<file path="src/rtl/mc_pkg.sv">
// Shared encodings for the multicycle ARM-subset control unit.
// CMD_CMP exists only when CMP_NOWRITE_EN is defined.
package mc_pkg;

  localparam int MC_STATE_W = 4;

  typedef enum logic [MC_STATE_W-1:0] {
    FETCH    = 4'd0,
    DECODE   = 4'd1,
    MEMADR   = 4'd2,
    MEMRD    = 4'd3,
    MEMWB    = 4'd4,
    MEMWR    = 4'd5,
    EXECUTER = 4'd6,
    EXECUTEI = 4'd7,
    ALUWB    = 4'd8,
    BRANCH   = 4'd9,
    UNKNOWN  = 4'd10
  } state_e;

  typedef enum logic [1:0] {
    ALU_ADD = 2'b00,
    ALU_SUB = 2'b01,
    ALU_AND = 2'b10,
    ALU_ORR = 2'b11
  } alu_ctrl_e;

  localparam logic [3:0] CMD_AND = 4'b0000;
  localparam logic [3:0] CMD_SUB = 4'b0010;
  localparam logic [3:0] CMD_ADD = 4'b0100;
  localparam logic [3:0] CMD_ORR = 4'b1100;
`ifdef CMP_NOWRITE_EN
  localparam logic [3:0] CMD_CMP = 4'b1010;
`endif

  localparam logic [3:0] COND_EQ = 4'b0000;
  localparam logic [3:0] COND_NE = 4'b0001;
  localparam logic [3:0] COND_CS = 4'b0010;
  localparam logic [3:0] COND_CC = 4'b0011;
  localparam logic [3:0] COND_MI = 4'b0100;
  localparam logic [3:0] COND_PL = 4'b0101;
  localparam logic [3:0] COND_VS = 4'b0110;
  localparam logic [3:0] COND_VC = 4'b0111;
  localparam logic [3:0] COND_HI = 4'b1000;
  localparam logic [3:0] COND_LS = 4'b1001;
  localparam logic [3:0] COND_GE = 4'b1010;
  localparam logic [3:0] COND_LT = 4'b1011;
  localparam logic [3:0] COND_GT = 4'b1100;
  localparam logic [3:0] COND_LE = 4'b1101;
  localparam logic [3:0] COND_AL = 4'b1110;

  localparam logic [1:0] RES_ALUOUT    = 2'b00;
  localparam logic [1:0] RES_DATA      = 2'b01;
  localparam logic [1:0] RES_ALURESULT = 2'b10;

  localparam logic [1:0] SRCB_RD2  = 2'b00;
  localparam logic [1:0] SRCB_IMM  = 2'b01;
  localparam logic [1:0] SRCB_FOUR = 2'b10;

  // flags are packed {N,Z,C,V}
  function automatic logic cond_holds(input logic [3:0] cond, input logic [3:0] flags);
    logic n, z, c, v, res;
    {n, z, c, v} = flags;
    case (cond)
      COND_EQ: res = z;
      COND_NE: res = ~z;
      COND_CS: res = c;
      COND_CC: res = ~c;
      COND_MI: res = n;
      COND_PL: res = ~n;
      COND_VS: res = v;
      COND_VC: res = ~v;
      COND_HI: res = c & ~z;
      COND_LS: res = ~c | z;
      COND_GE: res = (n == v);
      COND_LT: res = (n != v);
      COND_GT: res = ~z & (n == v);
      COND_LE: res = z | (n != v);
      COND_AL: res = 1'b1;
      default: res = 1'b0;
    endcase
    return res;
  endfunction

endpackage

</file>
<file path="src/rtl/mc_cond_logic.sv">
// Architectural flags, condition evaluation and strobe gating.
// The condition verdict is frozen when DECODE retires and gates all later strobes.
module mc_cond_logic
  import mc_pkg::*;
(
  input  logic       clk,
  input  logic       reset,
  input  logic [3:0] cond_i,
  input  logic [3:0] alu_flags_i,
  input  logic [1:0] flag_w_i,
  input  logic       capture_i,
  input  logic       pcs_i,
  input  logic       next_pc_i,
  input  logic       reg_w_i,
  input  logic       mem_w_i,
  output logic       pc_write_o,
  output logic       reg_write_o,
  output logic       mem_write_o
);

  logic [3:0] flags_q, flags_d;
  logic       cond_ex_q, cond_ex_d;
  logic       cond_ex;

  always_comb begin
    cond_ex   = cond_holds(cond_i, flags_q);
    cond_ex_d = capture_i ? cond_ex : cond_ex_q;
    flags_d   = flags_q;
    // A failed condition leaves the flags untouched
    if (cond_ex_q) begin
      if (flag_w_i[1]) flags_d[3:2] = alu_flags_i[3:2];
      if (flag_w_i[0]) flags_d[1:0] = alu_flags_i[1:0];
    end
  end

  always_ff @(posedge clk or posedge reset) begin
    if (reset) begin
      flags_q   <= 4'b0000;
      cond_ex_q <= 1'b0;
    end else begin
      flags_q   <= flags_d;
      cond_ex_q <= cond_ex_d;
    end
  end

  assign mem_write_o = mem_w_i & cond_ex_q;
  assign reg_write_o = reg_w_i & cond_ex_q & ~pcs_i;
  assign pc_write_o  = next_pc_i | (pcs_i & cond_ex_q);

endmodule

</file>
<file path="src/rtl/mc_control_unit.sv">
// Main FSM and decoders of the multicycle ARM-subset control unit.
// Define CMP_NOWRITE_EN to decode CMP as a flag-only SUB.
module mc_control_unit
  import mc_pkg::*;
#(
  parameter int STATE_W = MC_STATE_W
) (
  input  logic        clk,
  input  logic        reset,
  input  logic [19:0] Instr,
  input  logic [3:0]  ALUFlags,
  output logic        PCWrite,
  output logic        MemWrite,
  output logic        RegWrite,
  output logic        IRWrite,
  output logic        AdrSrc,
  output logic [1:0]  RegSrc,
  output logic        ALUSrcA,
  output logic [1:0]  ALUSrcB,
  output logic [1:0]  ResultSrc,
  output logic [1:0]  ImmSrc,
  output logic [1:0]  ALUControl
);

  logic [STATE_W-1:0] state_q, state_d;

  logic [3:0] cond;
  logic [1:0] op;
  logic [5:0] funct;
  logic [3:0] rd;
  logic [3:0] cmd;
  logic       unused_rn;

  // Instr carries bits [31:12], so local indices are offset by 12
  assign cond      = Instr[19:16];
  assign op        = Instr[15:14];
  assign funct     = Instr[13:8];
  assign unused_rn = ^Instr[7:4];
  assign rd        = Instr[3:0];
  assign cmd       = funct[4:1];

  logic next_pc, reg_w, mem_w, branch, alu_op;
  logic no_write, reg_w_eff, pcs;
  logic [1:0] flag_w;

  always_ff @(posedge clk or posedge reset) begin
    if (reset) state_q <= FETCH;
    else       state_q <= state_d;
  end

  always_comb begin
    state_d   = state_q;
    next_pc   = 1'b0;
    reg_w     = 1'b0;
    mem_w     = 1'b0;
    branch    = 1'b0;
    alu_op    = 1'b0;
    IRWrite   = 1'b0;
    AdrSrc    = 1'b0;
    ALUSrcA   = 1'b0;
    ALUSrcB   = SRCB_RD2;
    ResultSrc = RES_ALUOUT;
    case (state_q)
      FETCH: begin
        IRWrite   = 1'b1;
        next_pc   = 1'b1;
        ALUSrcA   = 1'b1;
        ALUSrcB   = SRCB_FOUR;
        ResultSrc = RES_ALURESULT;
        state_d   = DECODE;
      end
      DECODE: begin
        ALUSrcA   = 1'b1;
        ALUSrcB   = SRCB_FOUR;
        ResultSrc = RES_ALURESULT;
        case (op)
          2'b00:   state_d = funct[5] ? EXECUTEI : EXECUTER;
          2'b01:   state_d = MEMADR;
          2'b10:   state_d = BRANCH;
          default: state_d = UNKNOWN;
        endcase
      end
      MEMADR: begin
        ALUSrcB = SRCB_IMM;
        state_d = funct[0] ? MEMRD : MEMWR;
      end
      MEMRD: begin
        AdrSrc  = 1'b1;
        state_d = MEMWB;
      end
      MEMWB: begin
        ResultSrc = RES_DATA;
        reg_w     = 1'b1;
        state_d   = FETCH;
      end
      MEMWR: begin
        AdrSrc  = 1'b1;
        mem_w   = 1'b1;
        state_d = FETCH;
      end
      EXECUTER: begin
        alu_op  = 1'b1;
        state_d = ALUWB;
      end
      EXECUTEI: begin
        ALUSrcB = SRCB_IMM;
        alu_op  = 1'b1;
        state_d = ALUWB;
      end
      ALUWB: begin
        reg_w   = 1'b1;
        state_d = FETCH;
      end
      BRANCH: begin
        ALUSrcB   = SRCB_IMM;
        ResultSrc = RES_ALURESULT;
        branch    = 1'b1;
        state_d   = FETCH;
      end
      UNKNOWN: state_d = FETCH;
      default: state_d = FETCH;
    endcase
  end

  // Unsupported commands fall back to ADD and never touch the flags
  always_comb begin
    ALUControl = ALU_ADD;
    flag_w     = 2'b00;
    if (alu_op) begin
      case (cmd)
        CMD_ADD: begin
          ALUControl = ALU_ADD;
          flag_w     = {funct[0], funct[0]};
        end
        CMD_SUB: begin
          ALUControl = ALU_SUB;
          flag_w     = {funct[0], funct[0]};
        end
        CMD_AND: begin
          ALUControl = ALU_AND;
          flag_w     = {funct[0], 1'b0};
        end
        CMD_ORR: begin
          ALUControl = ALU_ORR;
          flag_w     = {funct[0], 1'b0};
        end
`ifdef CMP_NOWRITE_EN
        CMD_CMP: begin
          ALUControl = ALU_SUB;
          flag_w     = 2'b11;
        end
`endif
        default: begin
          ALUControl = ALU_ADD;
          flag_w     = 2'b00;
        end
      endcase
    end
  end

`ifdef CMP_NOWRITE_EN
  // Memory ops can alias cmd=1010 through their P/U/B/W bits, so qualify on op
  assign no_write = (op == 2'b00) && (cmd == CMD_CMP);
`else
  assign no_write = 1'b0;
`endif

  assign reg_w_eff = reg_w & ~no_write;
  assign pcs       = ((rd == 4'hF) & reg_w_eff) | branch;

  assign ImmSrc = op;
  assign RegSrc = {op == 2'b01, op == 2'b10};

  mc_cond_logic u_cond (
    .clk         (clk),
    .reset       (reset),
    .cond_i      (cond),
    .alu_flags_i (ALUFlags),
    .flag_w_i    (flag_w),
    .capture_i   (state_q == DECODE),
    .pcs_i       (pcs),
    .next_pc_i   (next_pc),
    .reg_w_i     (reg_w_eff),
    .mem_w_i     (mem_w),
    .pc_write_o  (PCWrite),
    .reg_write_o (RegWrite),
    .mem_write_o (MemWrite)
  );

endmodule

</file>
<file path="config.mk">
export PLATFORM = sky130hd
export DESIGN_NAME = mc_control_unit
export DESIGN_NICKNAME = d
export VERILOG_FILES = /design/src/rtl/mc_pkg.sv /design/src/rtl/mc_cond_logic.sv /design/src/rtl/mc_control_unit.sv
export SDC_FILE = /design/constraint.sdc
export NUM_CORES = 1
export LEC_CHECK = 0
export CORE_UTILIZATION = 35
export DETAILED_ROUTE_END_ITERATION = 12
export PLACE_DENSITY_LB_ADDON = 0.1
export RECOVER_POWER = 100
export SYNTH_ARGS = -nofsm -noshare
export SYNTH_HDL_FRONTEND = slang
export SYNTH_SLANG_ARGS = --single-unit
</file>
<file path="constraint.sdc">
create_clock -name clk -period 1.5 [get_ports clk]
set_input_delay 0.3 -clock clk [delete_from_list [all_inputs] [get_ports clk]]
set_output_delay 0.3 -clock clk [all_outputs]
set_load 0.005 [all_outputs]
</file>
### Word-level counts from Yosys, hierarchy flattened

Index checks and enable logic that the tools add are counted.

* mux-type cells: 18
* bitwise gates (word level): 16
* equal/unequal tests: 31
* reduce and logical (&&, ||, !) cells: 14

Operator list (count)
* == test 4 bit (second input constant): 11
* == test 4 x 3 -> 1 bit (second input constant): 9
* == test 4 x 2 -> 1 bit (second input constant): 5
* case mux 4 bit (5 select lines): 1
* case mux 1 bit (15 select lines): 1
* zero test 4 bit: 3
* case mux 2 bit (2 select lines): 3
* case mux 4 bit (3 select lines): 1
* OR reduction 2 bit: 6
* == test 4 x 1 -> 1 bit (second input constant): 2
* two-way mux 1 bit: 8
* AND 1 bit: 7
* case mux 2 bit (3 select lines): 1
* OR reduction 3 bit: 2
* inverter 1 bit: 5
* two-way mux 2 bit: 2
* OR 1 bit: 4
* AND reduction 2 bit: 2
* two-way mux 3 bit: 1
* == test 2 x 1 -> 1 bit (second input constant): 1
* == test 2 bit (second input constant): 1
* zero test 2 bit: 1
* == test 1 bit: 1
* != test 1 bit: 1

* register bits: 9
* input bits: 26
* output and inout port bits: 16
* logic and storage cells: 83

### Longest topological paths before layout

Gate-level depths: netlist of run 1.

* depth in word-level cells: 7
* gate-level depth with buffers: 6

### Hierarchy

From an unflattened synthesis of run 1, not the netlist that was laid out.

* cells, all modules: 106
* area, all modules: 875.8 µm²

By module, submodules not included
* mc_cond_logic: sequential area each 125.1 µm², cells each 46, instances 1, area an instance 439.2 µm²
* mc_control_unit: sequential area each 100.1 µm², cells each 60, instances 1, area an instance 436.7 µm²

### Worst setup path after synthesis of run 1

Ideal clock, no wire load.

* path kind: register -> register
* start: register state_q[3]
* end: register u_cond.flags_q[0]
* data arrival time: 1.349 ns
* path buffers: 0
* stages on the path, launching flop included: 5
* required time: 1.375 ns
* slack: 0.026 ns
* path through: dfrtp_1 and2b_1 nand3_1 nor3_1 mux2_2

* cells in the longest elaborated chain, start to end: 5
* elaborated cells on any way between the ends: 6
* classes of those cells: eq/ne: 2; mux: 2; reduce/logical: 2

Ends and longest elaborated chain
* start: declaration: line mc_control_unit.sv:25 `logic [STATE_W-1:0] state_q, state_d;`
* start signal: assignment: line mc_control_unit.sv:48 `else state_q <= state_d;`
* == test 4 x 3 -> 1 bit: line mc_control_unit.sv:63 `case (state_q)`
* OR reduction 2 bit (no source line) *
* two-way mux 1 bit *: line mc_control_unit.sv:63
* two-way mux 2 bit *: line mc_control_unit.sv:129 `if (alu_op) begin`
* AND reduction 2 bit (no source line) *
* end signal: assignment: line mc_cond_logic.sv:41 `flags_q <= flags_d;`
* end: declaration: line mc_cond_logic.sv:21 `logic [3:0] flags_q, flags_d;`

Every way passes the cells marked *; elsewhere a longest branch is shown, timed or not.
A chain may end at the register's enable or synchronous reset.

### Final worst setup path of run 1

* start: register state_q[0]
* end: output port ALUSrcB[0]

* cells in the longest elaborated chain, start to end: 3
* elaborated cells on any way between the ends: 8
* classes of those cells: eq/ne: 4; mux: 1; reduce/logical: 3

Ends and longest elaborated chain
* == test 4 x 3 -> 1 bit (tied with other cells): line mc_control_unit.sv:63
* OR reduction 3 bit (no source line) or OR reduction 2 bit (tied branches)
* case mux 2 bit (2 select lines) *: line mc_control_unit.sv:63
* end: declaration: line mc_control_unit.sv:19 `output logic [1:0] ALUSrcB,`

Marks and branches as above.

==> results of run 1 <==
## kinds of logic after synthesis
family                    after synthesis  share of synthesized area, %
AOI/OAI and AO/OA                      16                          14.3
buffers and inverters                  12                          8.30
muxes                                   8                          10.8
DFF                                     9                          28.2
and+or+nand+nor                        46                          30.7
xor gates and xnor gates                7                          7.68
## worst paths after layout
kind | from | endpoint | slack, ns | depth (start not counted)
worst max-delay path | state_q[0] | ALUSrcB[0] | -0.25 | 6
worst min-delay path | reset | u_cond.flags_q[1] | 0.42 | 2
worst max register to register | state_q[3] | u_cond.flags_q[1] | -0.19 | 6
worst min register to register | u_cond.flags_q[1] | u_cond.flags_q[1] | 0.55 | 1
max in group asynchronous | reset | state_q[1] | 0.81 | 2
min in group clk | u_cond.flags_q[1] | u_cond.flags_q[1] | 0.55 | 1
## cell usage after synthesis (2+ instances only)
master    instances
xnor2_1           4
and3_1            2
nor3_1            9
mux2_2            5
nor3b_1           3
nand3_1           2
nor2b_1           4
a21oi_1           3
nor2_1            9
nor4_1            3
a211oi_1          3
buf_4             3
inv_1             4
xor2_1            3
dfrtp_1           9
mux2i_1           3
o21ai_0           3
nand3b_1          2
nand2_1           8
## metal layers
| metal | global-route usage [%] | vias to the layer above |
|---|---|---|
| li1 | - | 508 |
| met1 | 30.0 | 530 |
| met2 | 48.9 | 54 |
| met3 | 5.25 | 17 |
| met4 | 9.05 | 0 |
| met5 | 0 | - |
## flip-flops by register name, indices dropped and copies added (netlist names)
name	count
state_q	4
u_cond.cond_ex_q	1
u_cond.flags_q	4
## per-stage QoR
stage	std cells	cell area, µm²
after floorplan	98	798
final	205	1680
after global routing	205	1680
after global placement	182	1360
after CTS	198	1560
after detailed placement	182	1360
## cell type report
type | instances | area share (%)
flip-flops and latches | 9 | 13.5
repair buffers | 84 | 43.0
well taps | 27 | 2.01
inverters | 4 | 1.04
clock buffers | 4 | 1.57
multi-input cells | 77 | 38.9
## report_power, final
group / leakage [nW] / total (W) / internal, W / switching (W)
logic: 0.661 / 0.00218 / 0.00121 / 0.000963
clock network: 0.0150 / 0.000187 / 0.000102 / 0.0000842
registers: 0.118 / 0.000428 / 0.000329 / 0.0000985
## what timing repair did
item,in CTS,in global routing
setup buffers,12,7
gates resized for setup,85,19
pin swaps,12,10
setup endpoints to repair,21,19
gates cloned,1,0
==> metrics.txt, run 1 <==
status complete, but fails checks; failing checks negative setup slack; #FFs+latches synth 9; wire length on met3 183 µm; number of hold buffers added after cts 0; Row Count 16; Layout Skew 0.000794 ns; die footprint 2480 µm²; highest-count cells in the layout ignoring fill and taps buf_4 (33), clkdlybuf4s50_1 (13), buf_6 (12), buf_2 (11); Wirelength per Cell approximately 17 µm; clock transition at the registers of the reported paths 0.06 ns; clk root buf clkbuf_4; final hold violation count 0; vias in the first global route 1073; sequential-to-total area share from yosys stat 28.2%; Synth Cell Area ~800 µm²; final wirelength around 3400 µm; Layout fillers 131; commonest non-fill, non-tap cell in the layout buf_4; DRC 0; Num CTS Buffers 3; worst path cell trace buf_6, buf_4, nor3b_2, a21oi_2, o22ai_2, buf_2; FF+latch area approximately 230 µm²; Total Routing Usage GR 26.6%; Post-synth EDFFs 0; die height 49.8 µm; wire length on met2 about 1700 µm; Design Power around 0.0028 W; vias per cell roughly 5.4; worst vdd ir about 1.3 mV; Final #Nets 205; Worst slew margin 78.2%; Max Fclk 571 MHz; final setup TNS -2.89 ns; Period minus WS final around 1.8 ns; RePlAce Congestion around 0.82; top sig layer met4; CTS tree yes; Syn Area/Cell around 8.1 µm²; Top delay family on crit path flip-flops; Synth Warn # 0; Final WS setup -0.250 ns; Initial Util between 30% and 40%; synthesized net count about 120; Data required, critical path between 1 and 1.5 ns; Max Cap Viol 0; clock buffer depth 2; CP endpoint kind primary output; Port Buffers 37; largest net degree at the start of global routing 10; worst slew pin tran roughly 0.33 ns; power density cells ~1700 nW/µm²; total grt overflow 0; DR iter-0 viols 17; global-route wire length before repair 4910 µm; DRT met1 WL around 1400 µm; final-report max-slew violation count 0; ANT cells 0; DR pass1 iterations 4; Crit path largest cell delay about 0.42 ns; Post-synth ARST share 100%; share of layout cells above drive strength 1 roughly half; final setup vio count 16; Main synth FF type dfrtp_1; ranking of synthesized cells by area dfrtp_1 (28%), mux2_2 (7.1%), nor3_1 (5.6%); WS Path Type register to primary output; die width between 40 and 50 µm; Worst Hold Class input pin to async pin; via count 1109; final core occ about 82%; Synth top area share 28.2%; slowest CP cell dfrtp_1; final worst-path cycle share 117%; hold_ws ~0.42 ns; initial antenna violation count 0; post-DP HPWL around 1900 µm; area leader, netlist dfrtp_1; I/O pin total 42; WP data arrival 1.45 ns; Yosys cell types 35; worst path buffer plus inverter count 3; Startpoint Class register; post-route ant nets 0; CTS sink cnt 9; area of the multi-input gates around 650 µm²; RSZ-0062 raised after global routing true; Leak Pwr just under 0.8 nW; Core Area 2040 µm²; Max Fanout on Critical Path 2; CTS H-tree lvls 1; Cells after Synth 98; Clock Latency Late Sink roughly 0.26 ns; dpl ws -0.536 ns; synth-to-layout area growth 110%
Note: power is estimated with default switching activity, not from simulation.
==> run 2: changes to the inputs <==
- ABC_AREA: unset -> 0
- CAP_MARGIN: unset -> 20
==> results of run 2 <==
Same layout as run 1: the final DEF is identical, and so are final timing and power.
